[config.mk]
export PLATFORM = sky130hd
export DESIGN_NAME = matrix_col_driver_flat
export DESIGN_NICKNAME = d
export VERILOG_FILES = /design/src/rtl/matrix_col_driver_pkg.sv /design/src/rtl/matrix_col_driver_if.sv /design/src/rtl/matrix_col_driver_row_decode.sv /design/src/rtl/matrix_col_driver.sv /design/src/flat_wrapper.sv
export SDC_FILE = /design/constraint.sdc
export NUM_CORES = 1
export LEC_CHECK = 0
export ABC_AREA = 1
export BUFFER_PORTS_ARGS = -buffer_cell sky130_fd_sc_hd__buf_2
export CORE_MARGIN = 2
export CORE_UTILIZATION = 41
export DETAILED_ROUTE_END_ITERATION = 7
export PLACE_DENSITY = 0.55
export SLEW_MARGIN = 30
export SYNTH_ARGS = -nofsm -noshare
export SYNTH_HDL_FRONTEND = slang
export SYNTH_HIERARCHICAL = 1
export SYNTH_SLANG_ARGS = --single-unit
[constraint.sdc]
create_clock -name clk_div -period 4.9 [get_ports clk_div]
set_input_delay 0.245 -clock clk_div [delete_from_list [all_inputs] [get_ports clk_div]]
set_output_delay 0.245 -clock clk_div [all_outputs]
set_load 0.005 [all_outputs]
[src/rtl/matrix_col_driver_pkg.sv]
// Shared definitions for the LED matrix stages: default geometry, FSM encoding
// and common index/pattern types.
package matrix_pkg;

    localparam int MATRIX_ROWS      = 7;
    localparam int MATRIX_COLS      = 5;
    localparam int MATRIX_BLANK_CYC = 1;

    localparam logic [0:0] ST_BLANK = 1'b0;
    localparam logic [0:0] ST_SHOW  = 1'b1;

    typedef logic [2:0]             row_idx_t;
    typedef logic [MATRIX_COLS-1:0] col_pattern_t;

endpackage

[src/rtl/matrix_col_driver_if.sv]
// Frame-store write port and bank-swap handshake of the column driver.
interface matrix_col_driver_if import matrix_pkg::*; #(
    parameter int COLS = MATRIX_COLS
);
    logic            wr_en;
    row_idx_t        wr_row;
    logic [COLS-1:0] wr_data;
    logic            swap_req;
    logic            swap_ack;

    modport master (output wr_en, wr_row, wr_data, swap_req, input swap_ack);
    modport slave  (input wr_en, wr_row, wr_data, swap_req, output swap_ack);
endinterface

[src/rtl/matrix_col_driver_row_decode.sv]
// Active-low one-hot row select to row index; valid only when exactly one line is low.
module row_onehot_decode import matrix_pkg::*; #(
    parameter int ROWS = MATRIX_ROWS
) (
    input  logic [ROWS-1:0] row_n_i,
    output row_idx_t        idx_o,
    output logic            vld_o
);
    logic [ROWS-1:0] sel;

    always_comb begin
        sel   = ~row_n_i;
        vld_o = (sel != '0) && ((sel & (sel - ROWS'(1))) == '0);
        idx_o = '0;
        for (int i = 0; i < ROWS; i++) begin
            if (sel[i]) idx_o = row_idx_t'(i);
        end
    end
endmodule

[src/rtl/matrix_col_driver.sv]
// Column driver for the 5x7 matrix: double-buffered frame store, blanking FSM and
// frame-boundary bank swap. Optional dimming PWM when MATRIX_DIM_EN is defined.
module matrix_col_driver import matrix_pkg::*; #(
    parameter int ROWS      = MATRIX_ROWS,
    parameter int COLS      = MATRIX_COLS,
    parameter int BLANK_CYC = MATRIX_BLANK_CYC
) (
    input  logic              clk_div,
    input  logic              rst,
    input  logic [ROWS-1:0]   row_n,
`ifdef MATRIX_DIM_EN
    input  logic [1:0]        dim,
`endif
    matrix_col_driver_if.slave bus,
    output logic [COLS-1:0]   col,
    output logic              frame_tick,
    output logic              row_err
);
    localparam logic [1:0] BCNT_INIT = 2'(BLANK_CYC);
    localparam logic [1:0] BCNT_RLD  = (BLANK_CYC == 0) ? 2'd0 : 2'(BLANK_CYC - 1);

    logic [COLS-1:0] bank_q [2][ROWS];
    logic            front_sel_q, front_sel_d;
    logic            pend_q, pend_d;
    logic            prev_vld_q;
    row_idx_t        prev_row_q;
    logic [0:0]      state_q, state_d;
    logic [1:0]      bcnt_q, bcnt_d;
    logic [COLS-1:0] col_q, col_d;
    logic            swap_ack_q, frame_tick_q, row_err_q;

    row_idx_t        idx;
    logic            vld, row_chg, boundary, do_swap, wr_ok, wr_bank;
    logic [COLS-1:0] pat, show_pat;

    row_onehot_decode #(.ROWS(ROWS)) u_decode (
        .row_n_i (row_n),
        .idx_o   (idx),
        .vld_o   (vld)
    );

`ifdef MATRIX_DIM_EN
    logic [1:0] pwm_q;
    always_ff @(posedge clk_div or posedge rst) begin
        if (rst) pwm_q <= '0;
        else     pwm_q <= pwm_q + 2'd1;
    end
`endif

    always_comb begin
        row_chg     = vld && (!prev_vld_q || idx != prev_row_q);
        boundary    = row_chg && prev_vld_q && idx == '0;
        do_swap     = boundary && (pend_q || bus.swap_req);
        front_sel_d = front_sel_q ^ do_swap;
        pend_d      = do_swap ? 1'b0 : (pend_q | bus.swap_req);
        wr_ok       = bus.wr_en && (int'(bus.wr_row) < ROWS);
        wr_bank     = ~front_sel_q;

        // A same-cycle write into the bank that is about to become front is forwarded.
        pat = bank_q[front_sel_d][idx];
        if (wr_ok && wr_bank == front_sel_d && bus.wr_row == idx) pat = bus.wr_data;
`ifdef MATRIX_DIM_EN
        show_pat = (pwm_q <= dim) ? pat : '0;
`else
        show_pat = pat;
`endif

        state_d = state_q;
        bcnt_d  = bcnt_q;
        col_d   = '0;
        if (!vld) begin
            state_d = ST_BLANK;
            bcnt_d  = BCNT_INIT;
        end else if (row_chg) begin
            // The row-change cycle itself is the first blank cycle.
            if (BLANK_CYC == 0) begin
                state_d = ST_SHOW;
                col_d   = show_pat;
            end else begin
                state_d = ST_BLANK;
                bcnt_d  = BCNT_RLD;
            end
        end else if (state_q == ST_SHOW || bcnt_q == 2'd0) begin
            state_d = ST_SHOW;
            col_d   = show_pat;
        end else begin
            bcnt_d = bcnt_q - 2'd1;
        end
    end

    always_ff @(posedge clk_div or posedge rst) begin
        if (rst) begin
            for (int b = 0; b < 2; b++)
                for (int r = 0; r < ROWS; r++)
                    bank_q[b][r] <= '0;
            front_sel_q  <= 1'b0;
            pend_q       <= 1'b0;
            prev_vld_q   <= 1'b0;
            prev_row_q   <= '0;
            state_q      <= ST_BLANK;
            bcnt_q       <= BCNT_INIT;
            col_q        <= '0;
            swap_ack_q   <= 1'b0;
            frame_tick_q <= 1'b0;
            row_err_q    <= 1'b0;
        end else begin
            if (wr_ok) bank_q[wr_bank][bus.wr_row] <= bus.wr_data;
            front_sel_q  <= front_sel_d;
            pend_q       <= pend_d;
            if (vld) begin
                prev_vld_q <= 1'b1;
                prev_row_q <= idx;
            end
            state_q      <= state_d;
            bcnt_q       <= bcnt_d;
            col_q        <= col_d;
            swap_ack_q   <= do_swap;
            frame_tick_q <= boundary;
            row_err_q    <= !vld;
        end
    end

    assign bus.swap_ack = swap_ack_q;
    assign col          = col_q;
    assign frame_tick   = frame_tick_q;
    assign row_err      = row_err_q;
endmodule

[src/flat_wrapper.sv]
// flat-port wrapper written by rule: the top's interface ports become plain ports
module matrix_col_driver_flat import matrix_pkg::*;
#(
    parameter int ROWS      = MATRIX_ROWS,
    parameter int COLS      = MATRIX_COLS,
    parameter int BLANK_CYC = MATRIX_BLANK_CYC
)
  (clk_div, rst, row_n, col, frame_tick, row_err, bus_wr_en, bus_wr_row, bus_wr_data, bus_swap_req, bus_swap_ack);
  matrix_col_driver_if #(.COLS(COLS)) bus_i ();
  input  logic clk_div;
  input  logic rst;
  input  logic [ROWS-1:0] row_n;
  output logic [COLS-1:0] col;
  output logic frame_tick;
  output logic row_err;
  input wire logic [$bits(bus_i.wr_en)-1:0] bus_wr_en;
  input wire logic [$bits(bus_i.wr_row)-1:0] bus_wr_row;
  input wire logic [$bits(bus_i.wr_data)-1:0] bus_wr_data;
  input wire logic [$bits(bus_i.swap_req)-1:0] bus_swap_req;
  output wire logic [$bits(bus_i.swap_ack)-1:0] bus_swap_ack;
  assign bus_i.wr_en = bus_wr_en;
  assign bus_i.wr_row = bus_wr_row;
  assign bus_i.wr_data = bus_wr_data;
  assign bus_i.swap_req = bus_swap_req;
  assign bus_swap_ack = bus_i.swap_ack;
  matrix_col_driver #(.ROWS(ROWS), .COLS(COLS), .BLANK_CYC(BLANK_CYC)) u_core (.clk_div(clk_div), .rst(rst), .row_n(row_n), .bus(bus_i), .col(col), .frame_tick(frame_tick), .row_err(row_err));
endmodule
==> flow_metrics.py, run 1 <==
metrics = {
    "worst_setup_path": {
        "crit_path_frequent_cell": "nand2_1",
        "crit_path_max_fanout": 27,
        "critical_path.slowest_cell": "nand3_1",
        "path_cells": "buf_2, nand3_1, nand2_1, nand2_1, nand2_1, nor2_1, nand2_1, nor2_8, nand4_4, nand2_4, nand2_1, nand3_1, nand2_1, inv_1, nand2_1, nand3_1, a21oi_1",
        "cp.required_ns": 5.13,
        "crit_arrival_ns": 2.98,
        "slowest_delay_ns": 0.44,
        "ff2ff_setup_slack_ns": 2.86,
        "worst_setup_path_end_kind": "flop",
        "worstSetupStartpointType": "primary input",
        "cp_num_buf_inv": 2,
        "critical_path.top_delay_family": "simple AND/OR/NAND/NOR gates",
        "crit_type": "in -> reg",
    },
    "synth": {
        "yosys_warnings": 6,
        "syn_avg_cell_area_um2": 8.16,
        "seq_area_frac_synth_pct": 50.4,
        "ys_async_sr_fraction_pct": 100,
        "yosys_register_bits": 87,
        "netlist_area_um2": 4320,
        "synth_ff_type": "dfrtp_1",
        "synth_fp_nets": 550,
        "synth_edf_count": 0,
        "syn_inst": 530,
        "ys_types": 37,
    },
    "clock_tree": {
        "clockBufferDepth": 2,
        "clk_pin_slew_ns": 0.09,
        "post_cts_buffers": 0,
        "clkLatencyLatePin_ns": 0.35,
        "ctsHoldBuffers": 0,
        "h-tree-depth": 3,
        "clockRootBuffer": "clkbuf_8",
        "clock_sinks": 87,
        "cts_tree": "done",
        "cts_inserted_buffers": 9,
        "cts-resized-gates": 0,
    },
    "layout": {
        "num-nets-final": 571,
        "drive_above_1_share_pct": 12.6,
        "area_delta_synth_final_pct": 9.43,
        "nFillCells": 1056,
        "multi_input_area_um2": 1860,
        "regArea_um2": 2180,
        "final_cell_count_no_fill": 692,
        "antennaDiodeCount": 0,
        "fin_util_pct": 46.0,
    },
    "floorplan": {
        "num_rows": 37,
        "die-area_um2": 11400,
        "start_util_pct": 42.1,
        "io_pins": 27,
        "core_um2": 10300,
        "die_w_um": 107,
        "die_h_um": 107,
    },
    "worst_hold_path": {
        "holdCritPathClass": "in -> async",
    },
    "power_and_ir_drop": {
        "p_int_uw": 1170,
        "p_comb_share_pct": 14.4,
        "pwr-share-seq_pct": 52.5,
        "p_sw_uw": 461,
        "pwr-share-clk_pct": 33.1,
        "p_leak_uw": 0.00222,
        "ir_drop_v": 0.000140,
        "total_power_uw": 1630,
        "switching_share_pct": 28.2,
        "power.density_nw_per_um2": 345,
    },
    "placed_design": {
        "pre_cts_slack_ns": 1.82,
        "port_buffers": 26,
        "dp_hpwl_um": 7630,
        "gp_congestion": 0.802,
        "place_inst": 676,
    },
    "global_routing": {
        "grt_pass1_wl_um": 17900,
        "grtUsageTotal_pct": 20.6,
        "grt_remaining_overflow": 0,
        "grt_max_degree": 50,
        "grt_pass1_vias": 3285,
        "grt_antenna_before_repair": 0,
    },
    "timing": {
        "tightest_slew_ns": 0.925,
        "setup_viol": 0,
        "setup_tns_ns": 0,
        "skew_ns": 0.00954,
        "grt_setup_unrepaired": "false",
        "max_freq_mhz": 365,
        "fin_ws_ns": 2.16,
        "min_period_ns": 2.74,
        "finalHoldWorstSlack_ns": -0.0272,
        "period_share_pct": 55.9,
        "max_slew_margin_pct": 37.8,
        "maxSlewViolCount": 0,
        "finalHoldViolations": 45,
    },
    "routing": {
        "drcViolationCount": 0,
        "dr_total_vias": 3544,
        "antenna_left": 0,
        "wirelength_um": 10900,
        "vias_per_cell": 5.12,
        "drtIter0Drc": 280,
        "wire_per_inst_um": 15.8,
        "dr.pass1.iters": 5,
    },
    "run": {
        "maxCapViolCount": 0,
    },
    "outcome": {
        "status": "complete, but fails checks",
        "violations": "negative hold slack",
    },
}
## logic make-up after synthesis
| logic type | Yosys count | share of synthesized area, % |
|---|---|---|
| compound gates | 86 | 10.2 |
| buf+inv | 61 | 6.51 |
| flops | 87 | 50.4 |
| simple gates | 291 | 31.8 |
| fa+ha+maj | 1 | 0.289 |
| xor+xnor | 4 | 0.810 |
## registers in the layout, summed over array words and instances (netlist names)
| signal | cells |
|---|---|
| u_core/prev_vld_q | 1 |
| u_core/front_sel_q | 1 |
| u_core/frame_tick | 1 |
| u_core/bank_q | 70 |
| u_core/state_q | 1 |
| u_core/bcnt_q | 2 |
| u_core/col | 5 |
| u_core/prev_row_q | 3 |
| u_core/row_err | 1 |
| u_core/bus.swap_ack | 1 |
| u_core/pend_q | 1 |
## layout make-up
type	count	share of cell area, %
tap	136	3.60
sequential	87	46.0
clock inverter	4	1.53
multi-input combinational	382	39.4
timing repair buffer	28	3.07
clock buffer	12	2.86
inverter	43	3.52
## per-layer routing
layer	wire length, um	global-route usage, %	up-vias
met3	371	2.31	12
li1	-	-	1768
met4	188	7.61	0
met2	4820	30.9	61
met1	5540	30.7	1703
met5	0	0	-
## stage by stage
stage          area, um^2  hold WS, ns
6_report             4730      -0.0272
5_1_grt              4730       0.0193
4_1_cts              4730       0.0572
3_5_place_dp         4520        0.450
3_3_place_gp         4520        0.442
2_1_floorplan        4320        0.385
## final timing paths
check,from,endpoint,cells past startpoint
setup / recovery,row_n[4],u_core/col[1]$_DFF_PP0_,17
setup reg to reg,u_core/prev_row_q[0]$_DFFE_PP0P_,u_core/col[1]$_DFF_PP0_,15
min in group clk_div,bus_swap_req,u_core/pend_q$_DFF_PP0_,3
hold / removal,rst,u_core/bank_q[19]$_DFFE_PP0P_,2
hold reg to reg,u_core/bcnt_q[1]$_DFFE_PP0P_,u_core/bcnt_q[1]$_DFFE_PP0P_,2
max in group asynchronous,rst,u_core/bank_q[28]$_DFFE_PP0P_,3
## cell usage after synthesis (2+ instances only)
| master | n | area share (%) |
|---|---|---|
| buf_6 | 3 | 0.78 |
| nor4_2 | 2 | 0.58 |
| or2_2 | 2 | 0.29 |
| o21ai_0 | 55 | 6.4 |
| clkbuf_1 | 6 | 0.52 |
| buf_2 | 4 | 0.46 |
| inv_1 | 38 | 3.3 |
| nor3_1 | 2 | 0.23 |
| nand4_4 | 2 | 0.98 |
| nand3_1 | 70 | 8.1 |
| inv_2 | 3 | 0.26 |
| xnor2_1 | 3 | 0.61 |
| nand2_2 | 3 | 0.43 |
| nand2_1 | 161 | 14 |
| nor2_1 | 32 | 2.8 |
| nand2_4 | 5 | 1.3 |
| a21oi_1 | 26 | 3.0 |
| buf_4 | 3 | 0.52 |
| nor4_4 | 2 | 0.98 |
| dfrtp_1 | 86 | 50 |
| nand4_1 | 3 | 0.43 |
| nor2_2 | 4 | 0.58 |
## layout by cell type (no fill, tap or decap), types with 2 or more instances in the layout
cell type / n
inv_4: 2
or2_2: 2
clkbuf_8: 9
inv_2: 3
a21oi_1: 26
nand3_1: 70
dfrtp_1: 86
buf_2: 26
nor2_1: 32
nand2_1: 161
nor3_1: 2
o21ai_0: 55
buf_4: 2
nor4_2: 2
nor2_2: 4
nand4_1: 3
clkbuf_1: 3
inv_1: 37
nand4_4: 2
nand2_2: 3
nand2_4: 5
xnor2_1: 3
bufinv_16: 2
nor4_4: 2
## power groups by stage
stage | combinational (uW) | sequential, uW | clock (uW)
after global routing | 272 | 866 | 584
after global placement | 232 | 871 | 0
after CTS | 237 | 856 | 553
after floorplan | 187 | 849 | 0
final | 235 | 857 | 540
after detailed placement | 237 | 870 | 0
(Power assumes the default switching activity.)
==> inputs of run 2 (changes only) <==
- PLACE_DENSITY: 0.55 -> 0.57
- clock period: 4.9 -> 2.4 ns (I/O delays scaled with it)
==> flow_metrics.py, run 2 (synthesis results as in run 1) <==
metrics = {
    "outcome": {
        "status": "finished clean",
    },
    "worst_setup_path": {
        "worstSetupStartpointType": "primary input",
        "slowest_delay_ns": 0.31,
        "worst_setup_path_end_kind": "flop",
        "crit_type": "in -> reg",
        "crit_arrival_ns": 2.29,
        "crit_path_max_fanout": 24,
        "crit_path_frequent_cell": "nand2_1",
        "cp.required_ns": 2.68,
        "path_cells": "buf_2, inv_1, o21ai_0, nand2_1, a21boi_1, inv_4, nand2_1, nand2_1, nor2_2, nand2_4, nand3_4, nand2_4, nand2_4, nand2_1, nand3_1, nand2_1, nand2_1, nand3_1, a21oi_1",
        "critical_path.slowest_cell": "a21boi_1",
    },
    "timing": {
        "setup_tns_ns": 0,
        "setup_viol": 0,
        "period_share_pct": 83.6,
        "tightest_slew_ns": 0.610,
        "min_period_ns": 2.01,
        "max_slew_margin_pct": 59.3,
        "maxSlewViolCount": 0,
        "skew_ns": 0.0162,
        "finalHoldWorstSlack_ns": 0.224,
        "grt_setup_unrepaired": "false",
        "finalHoldViolations": 0,
        "max_freq_mhz": 499,
    },
    "routing": {
        "vias_per_cell": 4.97,
        "drt-met1-wl_um": 5270,
        "wirelength_um": 10300,
        "antenna_left": 0,
        "drtIter0Drc": 148,
        "met3_length_um": 369,
        "drcViolationCount": 0,
        "highest_layer": "met4",
        "wire_per_inst_um": 14.6,
        "dr_total_vias": 3507,
        "dr.pass1.iters": 5,
        "route.met2.wl_um": 4500,
    },
    "placed_design": {
        "port_buffers": 26,
        "gp_congestion": 0.840,
        "dp_hpwl_um": 7460,
    },
    "floorplan": {
        "core_um2": 10300,
        "num_rows": 37,
        "io_pins": 27,
        "die_h_um": 107,
        "die-area_um2": 11400,
        "start_util_pct": 42.1,
        "die_w_um": 107,
    },
    "layout": {
        "regArea_um2": 2180,
        "area_delta_synth_final_pct": 11.6,
        "drive_above_1_share_pct": 14.8,
        "num-nets-final": 584,
        "largest_register_ffs": 70,
        "antennaDiodeCount": 0,
        "layout.cells.most_common": "nand2_1",
        "fin_util_pct": 47.0,
        "mostFrequentLayoutCells": "nand2_1, dfrtp_1, nand3_1",
        "nFillCells": 1040,
        "multi_input_area_um2": 1860,
        "largest_register": "u_core/bank_q",
    },
    "clock_tree": {
        "clockRootBuffer": "clkbuf_8",
        "clock_sinks": 87,
        "cts_tree": "done",
        "clkLatencyLatePin_ns": 0.37,
        "cts-resized-gates": 0,
        "clk_pin_slew_ns": 0.10,
        "clockBufferDepth": 2,
        "post_cts_buffers": 0,
        "h-tree-depth": 3,
        "cts_inserted_buffers": 9,
    },
    "power_and_ir_drop": {
        "p_comb_share_pct": 15.2,
        "power.density_nw_per_um2": 667,
        "switching_share_pct": 30.5,
        "p_int_uw": 2240,
        "ir_drop_v": 0.000242,
        "p_sw_uw": 984,
        "pwr-share-clk_pct": 30.8,
        "pwr-share-seq_pct": 54.0,
        "p_leak_uw": 0.00228,
        "total_power_uw": 3220,
    },
    "global_routing": {
        "grt_antenna_before_repair": 0,
        "grt_pass1_vias": 3491,
        "grtUsageTotal_pct": 19.8,
        "grt_remaining_overflow": 0,
        "grt_pass1_wl_um": 17500,
        "grt_max_degree": 36,
    },
    "worst_hold_path": {
        "holdCritPathClass": "in -> reg",
    },
    "run": {
        "maxCapViolCount": 0,
    },
}
## run 2: cell types whose count changed in the layout (fill, tap and decap cells not counted), moves of 2 or more
cell and delta:
buf_4 +10, clkbuf_1 -3, bufinv_16 -2, clkinv_4 +2, inv_6 +3, dlygate4sd3_1 +2
## run 2: cell type report
| type | count | share of cell area [%] |
|---|---|---|
| flip-flops and latches | 87 | 45.1 |
| repair buffers | 41 | 5.39 |
| inverters | 43 | 3.42 |
| multi-input cells | 382 | 38.6 |
| clock inverters | 6 | 1.06 |
| well taps | 136 | 3.53 |
| clock buffers | 10 | 2.85 |
## run 2: repair_timing
| action | CTS | global route |
|---|---|---|
| hold endpoints to repair | 34 | 0 |
| setup endpoints to repair | 0 | 0 |
| hold buffers | 2 | 0 |
## run 2: routing by layer
metal  global-route usage (%)  vias to the layer above
li1                         -                     1794
met1                     28.5                     1611
met2                     30.3                       84
met3                     3.53                       18
met4                     6.86                        0
met5                        0                        -
## run 2: critical path: cells and delay by family
kind	cells	cell delay, ns
and+or+nand+nor	13	1.25
buffers and inverters	3	0.26
AOI/OAI and AO/OA	3	0.66
## run 2: power by group through the flow
stage | Sequential [uW] | Combinational [uW] | Clock [uW]
after detailed placement | 1770 | 495 | 0
final | 1740 | 491 | 991
after floorplan | 1730 | 382 | 0
after global routing | 1760 | 570 | 1080
after CTS | 1740 | 498 | 1020
after global placement | 1770 | 484 | 0
## run 2: final timing paths
| path | start | end | slack (ns) | cells past startpoint |
|---|---|---|---|---|
| max | row_n[2] | u_core/col[1]$_DFF_PP0_ | 0.39 | 19 |
| min | row_n[6] | u_core/prev_row_q[1]$_DFFE_PP0P_ | 0.22 | 4 |
| max reg2reg | u_core/prev_row_q[2]$_DFFE_PP0P_ | u_core/col[0]$_DFF_PP0_ | 0.48 | 15 |
| min reg2reg | u_core/bank_q[21]$_DFFE_PP0P_ | u_core/bank_q[21]$_DFFE_PP0P_ | 0.49 | 2 |
| max in group asynchronous | rst | u_core/bank_q[49]$_DFFE_PP0P_ | 1.37 | 4 |
| min in group asynchronous | rst | u_core/bank_q[1]$_DFFE_PP0P_ | 0.34 | 3 |
## run 2: through the flow
stage | setup WS, ns | instances | cell area, um^2
after floorplan | 0.0315 | 530 | 4320
after global placement | 0.0549 | 687 | 4620
after detailed placement | 0.0180 | 687 | 4620
after CTS | 0.400 | 705 | 4830
after global routing | 0.195 | 705 | 4830
final | 0.394 | 705 | 4830
